File: config.mk
export PLATFORM = sky130hd
export DESIGN_NAME = aes_input_loader_flat
export DESIGN_NICKNAME = d
export VERILOG_FILES = /design/src/rtl/aes_pkg.sv /design/src/rtl/aes_input_loader_if.sv /design/src/rtl/aes_word_packer.sv /design/src/rtl/aes_input_loader.sv /design/src/flat_wrapper.sv
export SDC_FILE = /design/constraint.sdc
export NUM_CORES = 1
export LEC_CHECK = 0
export ABC_AREA = 1
export CAP_MARGIN = 25
export CELL_PAD_IN_SITES_DETAIL_PLACEMENT = 1
export CELL_PAD_IN_SITES_GLOBAL_PLACEMENT = 1
export CORE_ASPECT_RATIO = 0.8
export CORE_MARGIN = 2
export CORE_UTILIZATION = 43
export CTS_BUF_LIST = sky130_fd_sc_hd__clkbuf_4 sky130_fd_sc_hd__clkbuf_8
export DETAILED_ROUTE_END_ITERATION = 16
export PLACE_DENSITY = 0.8
export SYNTH_ARGS = -nofsm -noshare
export SYNTH_HDL_FRONTEND = slang
export SYNTH_HIERARCHICAL = 1
export SYNTH_SLANG_ARGS = --single-unit
File: constraint.sdc
create_clock -name AES_clk -period 2.55 [get_ports AES_clk]
set_input_delay 0.255 -clock AES_clk [delete_from_list [all_inputs] [get_ports AES_clk]]
set_output_delay 0.255 -clock AES_clk [all_outputs]
set_load 0.05 [all_outputs]
File: src/rtl/aes_pkg.sv
// Shared types and sizes for the AES input loader: FSM state encoding and block geometry.
package aes_pkg;

   localparam int AES_BLK_W     = 128;
   localparam int WORDS_PER_BLK = 4;

   typedef enum logic [1:0] {
      ST_IDLE,
      ST_LOAD_KEY,
      ST_LOAD_DATA,
      ST_RUN
   } loader_state_e;

endpackage

File: src/rtl/aes_input_loader_if.sv
// Command and word-stream port of aes_input_loader, with master/slave views.
interface aes_input_loader_if #(parameter int WORD_W = 32);

   // Handshake: a word transfers on a rising edge where in_valid && in_ready are both high.
   // The master holds in_word stable while in_valid is high and in_ready is low.
   // cmd_start is a one-cycle request, and cmd_new_key is sampled with it.
   logic              cmd_start;
   logic              cmd_new_key;
   logic              in_valid;
   logic              in_ready;
   logic [WORD_W-1:0] in_word;

   modport master (output cmd_start, cmd_new_key, in_valid, in_word, input in_ready);
   modport slave  (input cmd_start, cmd_new_key, in_valid, in_word, output in_ready);

endinterface

File: src/rtl/aes_word_packer.sv
// Four-word shift register with a wrapping word counter. It assembles one 128-bit operand, first word in the MSBs.
module aes_word_packer
   import aes_pkg::*;
#(
   parameter int WORD_W = 32
) (
   input  logic                 clk_i,
   input  logic                 rst_ni,
   input  logic                 en_i,
   input  logic [WORD_W-1:0]    word_i,
   output logic [AES_BLK_W-1:0] blk_o,
   output logic                 full_o
);

   logic [AES_BLK_W-1:0] shadow_q, shadow_d;
   logic [1:0]           cnt_q, cnt_d;

   always_comb begin
      shadow_d = shadow_q;
      cnt_d    = cnt_q;
      if (en_i) begin
         shadow_d = {shadow_q[AES_BLK_W-WORD_W-1:0], word_i};
         cnt_d    = cnt_q + 2'd1;
      end
   end

   always_ff @(posedge clk_i or negedge rst_ni) begin
      if (!rst_ni) begin
         shadow_q <= '0;
         cnt_q    <= '0;
      end else begin
         shadow_q <= shadow_d;
         cnt_q    <= cnt_d;
      end
   end

   // blk_o already contains a word that is being accepted this cycle.
   // This lets the owner capture the complete block on the edge that takes the 4th word.
   assign blk_o  = shadow_d;
   assign full_o = en_i && (cnt_q == 2'(WORDS_PER_BLK - 1));

endmodule

File: src/rtl/aes_input_loader.sv
// Assembles the key and plaintext from a 32-bit word stream and drives the AES core until it completes.
// Defining LOADER_TIMEOUT_EN adds an abort after TIMEOUT_CYC cycles in RUN.
module aes_input_loader
   import aes_pkg::*;
#(
   parameter int WORD_W      = 32,
   parameter int TIMEOUT_CYC = 64
) (
   input  logic                 AES_clk,
   input  logic                 AES_rst_n,
   aes_input_loader_if.slave    in_if,
   input  logic                 AES_data_out_valid,
   output logic                 AES_en,
   output logic [AES_BLK_W-1:0] AES_data_in,
   output logic [AES_BLK_W-1:0] AES_key_in,
   output logic                 busy,
   output logic                 done,
   output logic                 timeout_err,
   output loader_state_e        dbg_state_o
);

   loader_state_e        state_q, state_d;
   logic                 in_ready_q, in_ready_d;
   logic                 key_loaded_q, key_loaded_d;
   logic                 key_this_blk_q, key_this_blk_d;
   logic                 en_q, en_d;
   logic                 done_q, done_d;
   logic                 tmo_err_q, tmo_err_d;
   logic [AES_BLK_W-1:0] data_out_q, data_out_d;
   logic [AES_BLK_W-1:0] key_out_q, key_out_d;
   logic                 accept, key_en, data_en, key_full, data_full, tmo_hit;
   logic [AES_BLK_W-1:0] key_blk, data_blk;

   assign accept  = in_if.in_valid && in_ready_q;
   assign key_en  = accept && (state_q == ST_LOAD_KEY);
   assign data_en = accept && (state_q == ST_LOAD_DATA);

   aes_word_packer #(.WORD_W(WORD_W)) u_key_packer (
      .clk_i (AES_clk), .rst_ni (AES_rst_n), .en_i (key_en),
      .word_i (in_if.in_word), .blk_o (key_blk), .full_o (key_full)
   );

   aes_word_packer #(.WORD_W(WORD_W)) u_data_packer (
      .clk_i (AES_clk), .rst_ni (AES_rst_n), .en_i (data_en),
      .word_i (in_if.in_word), .blk_o (data_blk), .full_o (data_full)
   );

`ifdef LOADER_TIMEOUT_EN
   localparam int TMO_W = $clog2(TIMEOUT_CYC + 1);
   logic [TMO_W-1:0] tmo_cnt_q;

   // The counter is held at zero outside RUN, so it starts from zero on each RUN entry.
   always_ff @(posedge AES_clk or negedge AES_rst_n) begin
      if (!AES_rst_n)              tmo_cnt_q <= '0;
      else if (state_q == ST_RUN)  tmo_cnt_q <= tmo_cnt_q + 1'b1;
      else                         tmo_cnt_q <= '0;
   end

   assign tmo_hit = (state_q == ST_RUN) && (tmo_cnt_q == TMO_W'(TIMEOUT_CYC - 1));
`else
   logic unused_tmo;
   assign unused_tmo = (TIMEOUT_CYC > 0);
   assign tmo_hit    = 1'b0;
`endif

   always_comb begin
      state_d        = state_q;
      key_loaded_d   = key_loaded_q;
      key_this_blk_d = key_this_blk_q;
      en_d           = en_q;
      done_d         = 1'b0;
      tmo_err_d      = 1'b0;
      data_out_d     = data_out_q;
      key_out_d      = key_out_q;
      case (state_q)
         ST_IDLE: begin
            if (in_if.cmd_start) begin
               key_this_blk_d = in_if.cmd_new_key || !key_loaded_q;
               state_d        = key_this_blk_d ? ST_LOAD_KEY : ST_LOAD_DATA;
            end
         end
         ST_LOAD_KEY: begin
            if (key_full) begin
               state_d      = ST_LOAD_DATA;
               key_loaded_d = 1'b1;
            end
         end
         ST_LOAD_DATA: begin
            if (data_full) begin
               state_d    = ST_RUN;
               en_d       = 1'b1;
               data_out_d = data_blk;
               if (key_this_blk_q) key_out_d = key_blk;
            end
         end
         ST_RUN: begin
            // If completion and timeout occur in the same cycle, completion wins.
            if (AES_data_out_valid) begin
               state_d = ST_IDLE;
               en_d    = 1'b0;
               done_d  = 1'b1;
            end else if (tmo_hit) begin
               state_d   = ST_IDLE;
               en_d      = 1'b0;
               tmo_err_d = 1'b1;
            end
         end
         default: state_d = ST_IDLE;
      endcase
      in_ready_d = ((state_q == ST_LOAD_KEY) || (state_q == ST_LOAD_DATA)) && !(key_full || data_full);
   end

   always_ff @(posedge AES_clk or negedge AES_rst_n) begin
      if (!AES_rst_n) begin
         state_q        <= ST_IDLE;
         in_ready_q     <= 1'b0;
         key_loaded_q   <= 1'b0;
         key_this_blk_q <= 1'b0;
         en_q           <= 1'b0;
         done_q         <= 1'b0;
         tmo_err_q      <= 1'b0;
         data_out_q     <= '0;
         key_out_q      <= '0;
      end else begin
         state_q        <= state_d;
         in_ready_q     <= in_ready_d;
         key_loaded_q   <= key_loaded_d;
         key_this_blk_q <= key_this_blk_d;
         en_q           <= en_d;
         done_q         <= done_d;
         tmo_err_q      <= tmo_err_d;
         data_out_q     <= data_out_d;
         key_out_q      <= key_out_d;
      end
   end

   assign in_if.in_ready = in_ready_q;
   assign AES_en         = en_q;
   assign AES_data_in    = data_out_q;
   assign AES_key_in     = key_out_q;
   assign busy           = (state_q != ST_IDLE);
   assign done           = done_q;
   assign timeout_err    = tmo_err_q;
   assign dbg_state_o    = state_q;

endmodule

File: src/flat_wrapper.sv
// flat-port wrapper written by rule: the top's interface ports become plain ports
module aes_input_loader_flat import aes_pkg::*;
#(
   parameter int WORD_W      = 32,
   parameter int TIMEOUT_CYC = 64
)
  (AES_clk, AES_rst_n, AES_data_out_valid, AES_en, AES_data_in, AES_key_in, busy, done, timeout_err, dbg_state_o, in_if_cmd_start, in_if_cmd_new_key, in_if_in_valid, in_if_in_word, in_if_in_ready);
  aes_input_loader_if #(.WORD_W(WORD_W)) in_if_i ();
  input  logic AES_clk;
  input  logic AES_rst_n;
  input  logic AES_data_out_valid;
  output logic AES_en;
  output logic [AES_BLK_W-1:0] AES_data_in;
  output logic [AES_BLK_W-1:0] AES_key_in;
  output logic busy;
  output logic done;
  output logic timeout_err;
  output loader_state_e dbg_state_o;
  input wire logic [$bits(in_if_i.cmd_start)-1:0] in_if_cmd_start;
  input wire logic [$bits(in_if_i.cmd_new_key)-1:0] in_if_cmd_new_key;
  input wire logic [$bits(in_if_i.in_valid)-1:0] in_if_in_valid;
  input wire logic [$bits(in_if_i.in_word)-1:0] in_if_in_word;
  output wire logic [$bits(in_if_i.in_ready)-1:0] in_if_in_ready;
  assign in_if_i.cmd_start = in_if_cmd_start;
  assign in_if_i.cmd_new_key = in_if_cmd_new_key;
  assign in_if_i.in_valid = in_if_in_valid;
  assign in_if_i.in_word = in_if_in_word;
  assign in_if_in_ready = in_if_i.in_ready;
  aes_input_loader #(.WORD_W(WORD_W), .TIMEOUT_CYC(TIMEOUT_CYC)) u_core (.AES_clk(AES_clk), .AES_rst_n(AES_rst_n), .in_if(in_if_i), .AES_data_out_valid(AES_data_out_valid), .AES_en(AES_en), .AES_data_in(AES_data_in), .AES_key_in(AES_key_in), .busy(busy), .done(done), .timeout_err(timeout_err), .dbg_state_o(dbg_state_o));
endmodule
==> summary.md <==
| Metric | Value |
|---|---|
| Outcome | `finished clean` |
| Final net count | `between 2000 and 3000` |
| I/O Buffers | `roughly 300` |
| Chip width | `248 um` |
| CTS tree | `yes` |
| Placed Cells | `3105` |
| CTS root buffer | `clkbuf_8` |
| I/O pins | `~300` |
| Initial antenna violation count | `0` |
| Final setup violation count | `0` |
| Total clock buffers created by CTS | `83` |
| Die Ht | `about 200 um` |
| CP Data Arrival Time | `3.06 ns` |
| CP required | `between 3 and 4 ns` |
| Worst hold path type | `input port to asynchronous set/reset pin` |
| Area Overhead vs Synth | `26.3%` |
| Worst setup path category | `flip-flop to flip-flop` |
| Core area | `roughly 47000 um^2` |
| Max cap viols | `0` |
| Fin crit share | `a little over nine tenths` |
| GRT Resource Usage Total | `25.6%` |
| Power, Total | `around 0.024 W` |
| Syn Nets | `~2300` |
| Clock-pin slew on the worst setup and hold paths | `~0.070 ns` |
| Worst VDD drop | `592 uV` |
| Initial Utilization | `43.5%` |
| Mapped Area | `about 20000 um^2` |
| Final Max Tran Viols | `0` |
| DRT Pass-1 Iters | `5` |
| Clk_skew | `around 0.024 ns` |
| Row Count | `approximately 70` |
| Synth warn | `6` |
| Number of global-route vias before repair | `between 15000 and 20000` |
| Yosys cell types | `19` |
| Via density | `5.00` |
| Post-synthesis instance total | `2264` |
| Clock latency on the worst-skew pair | `about 0.66 ns` |
| Pwr dens | `936 nW/um^2` |
| CTS sink count | `523` |
| RSZ-0062 raised after global routing | `true` |
| DR WL/cell | `19.0 um` |
| Post-DP HPWL | `41.5 mm` |
| Most common cell after layout, fill and taps aside | `nand2_1` |
| Mapped Avg Cell Area | `~9 um^2` |
| LEAKAGE | `about 13 nW` |
| Die area | `~49000 um^2` |
| H-Tree Depth | `3` |
| Sequential-to-total area share from yosys stat | `between 60% and 70%` |
| Initial drt markers | `1127` |
| Antenna Nets Post-Route | `0` |
| Pin count of the biggest net entering global routing | `~110` |
| Least-Margin Pin Slew | `between 0.6 and 0.7 ns` |
| Final GP Congestion | `0.853` |
| Min Tclk post-route | `between 2 and 2.5 ns` |
| Rel. slew slack | `between 50% and 60%` |
| Non-filler cells, final | `between 3000 and 4000` |
| CP Launch Type | `flip-flop` |
| Critical Path Fanout Max | `approximately 110` |
| #FFs+latches synth | `~520` |
| Fmax | `404 MHz` |
| Endpoints failing hold | `0` |
| Most frequent cells in the layout | `nand2_1 (1182), dfrtp_1 (523), clkdlybuf4s50_1 (297)` |
| CP Capture Type | `flip-flop` |
| Max clock buf depth | `3` |
| Total grt overflow | `0` |
| Fraction of layout cells with a size suffix above 1 | `7.93%` |
| First-pass GRT wire length | `between 90 and 100 mm` |
| Remaining DRCs | `0` |
| Total number of vias | `about 16000` |
| Final wirelength | `between 60 and 70 mm` |
[cell usage after synthesis]
| master | instances | share of area [%] |
|---|---|---|
| conb_1 | 1 | 0.018 |
| nand3_1 | 128 | 3.1 |
| a31oi_1 | 1 | 0.031 |
| ha_1 | 8 | 0.49 |
| inv_1 | 145 | 2.7 |
| buf_4 | 31 | 1.1 |
| inv_4 | 2 | 0.061 |
| dfrtp_1 | 523 | 64 |
| nor2_1 | 6 | 0.11 |
| o21ai_0 | 13 | 0.32 |
| buf_6 | 24 | 1.3 |
| a21oi_1 | 2 | 0.049 |
| nand2_1 | 1183 | 22 |
| o21bai_1 | 1 | 0.037 |
| clkbuf_1 | 5 | 0.092 |
| buf_8 | 1 | 0.073 |
| buf_2 | 69 | 1.7 |
| nand3_4 | 1 | 0.086 |
| o21ai_1 | 120 | 2.9 |
[repair_timing]
item / CTS / global route
pin swaps: 0 / 0
endpoints found under the hold margin: 81 / 0
gates cloned: 0 / 0
hold buffers: 1 / 0
gates resized for setup: 1 / 2
setup endpoints to repair: 1 / 34
setup buffers: 0 / 2
[layer usage]
| metal | global-route usage, % | vias up | share of wire [%] | wire, um |
|---|---|---|---|---|
| met5 | 0 | - | 0 | 0 |
| met4 | 8.78 | 0 | 2.7 | 1700 |
| met3 | 4.65 | 112 | 4.9 | 3010 |
| met2 | 42.1 | 386 | 49 | 30100 |
| met1 | 34.3 | 8238 | 44 | 26900 |
| li1 | - | 7537 | - | - |
[worst paths after layout]
path                                                    start                                  to  slack [ns]  cells after the start
min in group AES_clk                       AES_data_out_valid                         u_core/done        0.24                      3
min                                                 AES_rst_n               u_core/AES_key_in[89]        0.11                      2
max in group asynchronous                           AES_rst_n              u_core/AES_data_in[90]        1.51                      4
min reg2reg                u_core/u_data_packer/shadow_q[124]  u_core/u_data_packer/shadow_q[124]        0.47                      2
max reg2reg                             u_core/dbg_state_o[0]               u_core/AES_data_in[7]        0.07                      9
max                                     u_core/dbg_state_o[0]               u_core/AES_data_in[7]        0.07                      9
[registers in the layout (all words and copies together), names as in the netlist]
name / flops
u_core/AES_data_in: 128
u_core/AES_key_in: 128
u_core/u_data_packer/shadow_q: 128
u_core/u_key_packer/shadow_q: 128
u_core/dbg_state_o: 2
u_core/u_data_packer/cnt_q: 2
u_core/u_key_packer/cnt_q: 2
u_core/AES_en: 1
u_core/done: 1
u_core/in_if.in_ready: 1
u_core/key_loaded_q: 1
u_core/key_this_blk_q: 1
[metrics by stage]
stage	utilization, %	hold slack, ns	TNS (ns)	setup slack [ns]	area (um^2)
floorplan	-	-0.0406	0	0.0508	20400
global placement	51.1	0.229	0	0.276	24000
detailed placement	51.1	0.221	0	0.104	24000
CTS	54.9	0.101	0	0.0844	25800
global route	54.9	0.126	-0.0683	-0.0635	25800
finish	54.9	0.113	0	0.0724	25800
[cells by family after synthesis]
logic type      synth area share (%)
compound gates                  3.37
fa+ha+maj                      0.490
simple gates                    25.1
other cells                   0.0183
buf+inv                         7.04
flops                           64.0
[worst max-delay path, stage by stage, from the launching register on]
cell,delay (ns)
dfrtp_1,0.44
inv_1,0.20
ha_1,0.29
inv_1,0.14
nor2_4,0.23
buf_16,0.36
nand2_1,0.28
nand2_1,0.18
nand3_1,0.09
nand2_1,0.09
[final cells by class]
type	instances	area, um^2
multi-input combinational	1464	5950
fill	5337	21200
inverter	147	559
tap	620	776
clock inverter	10	55.1
timing repair buffer	354	3700
sequential	523	13100
antenna	1	2.50
clock buffer	136	1690
[report_power, final]
group	internal (W)	switching [W]	total, W	leakage [nW]
registers	0.0100	0.00109	0.0111	7.08
logic	0.00161	0.00399	0.00560	5.35
clock network	0.00417	0.00330	0.00746	0.934
No activity file was read; power rests on OpenSTA's default activity.
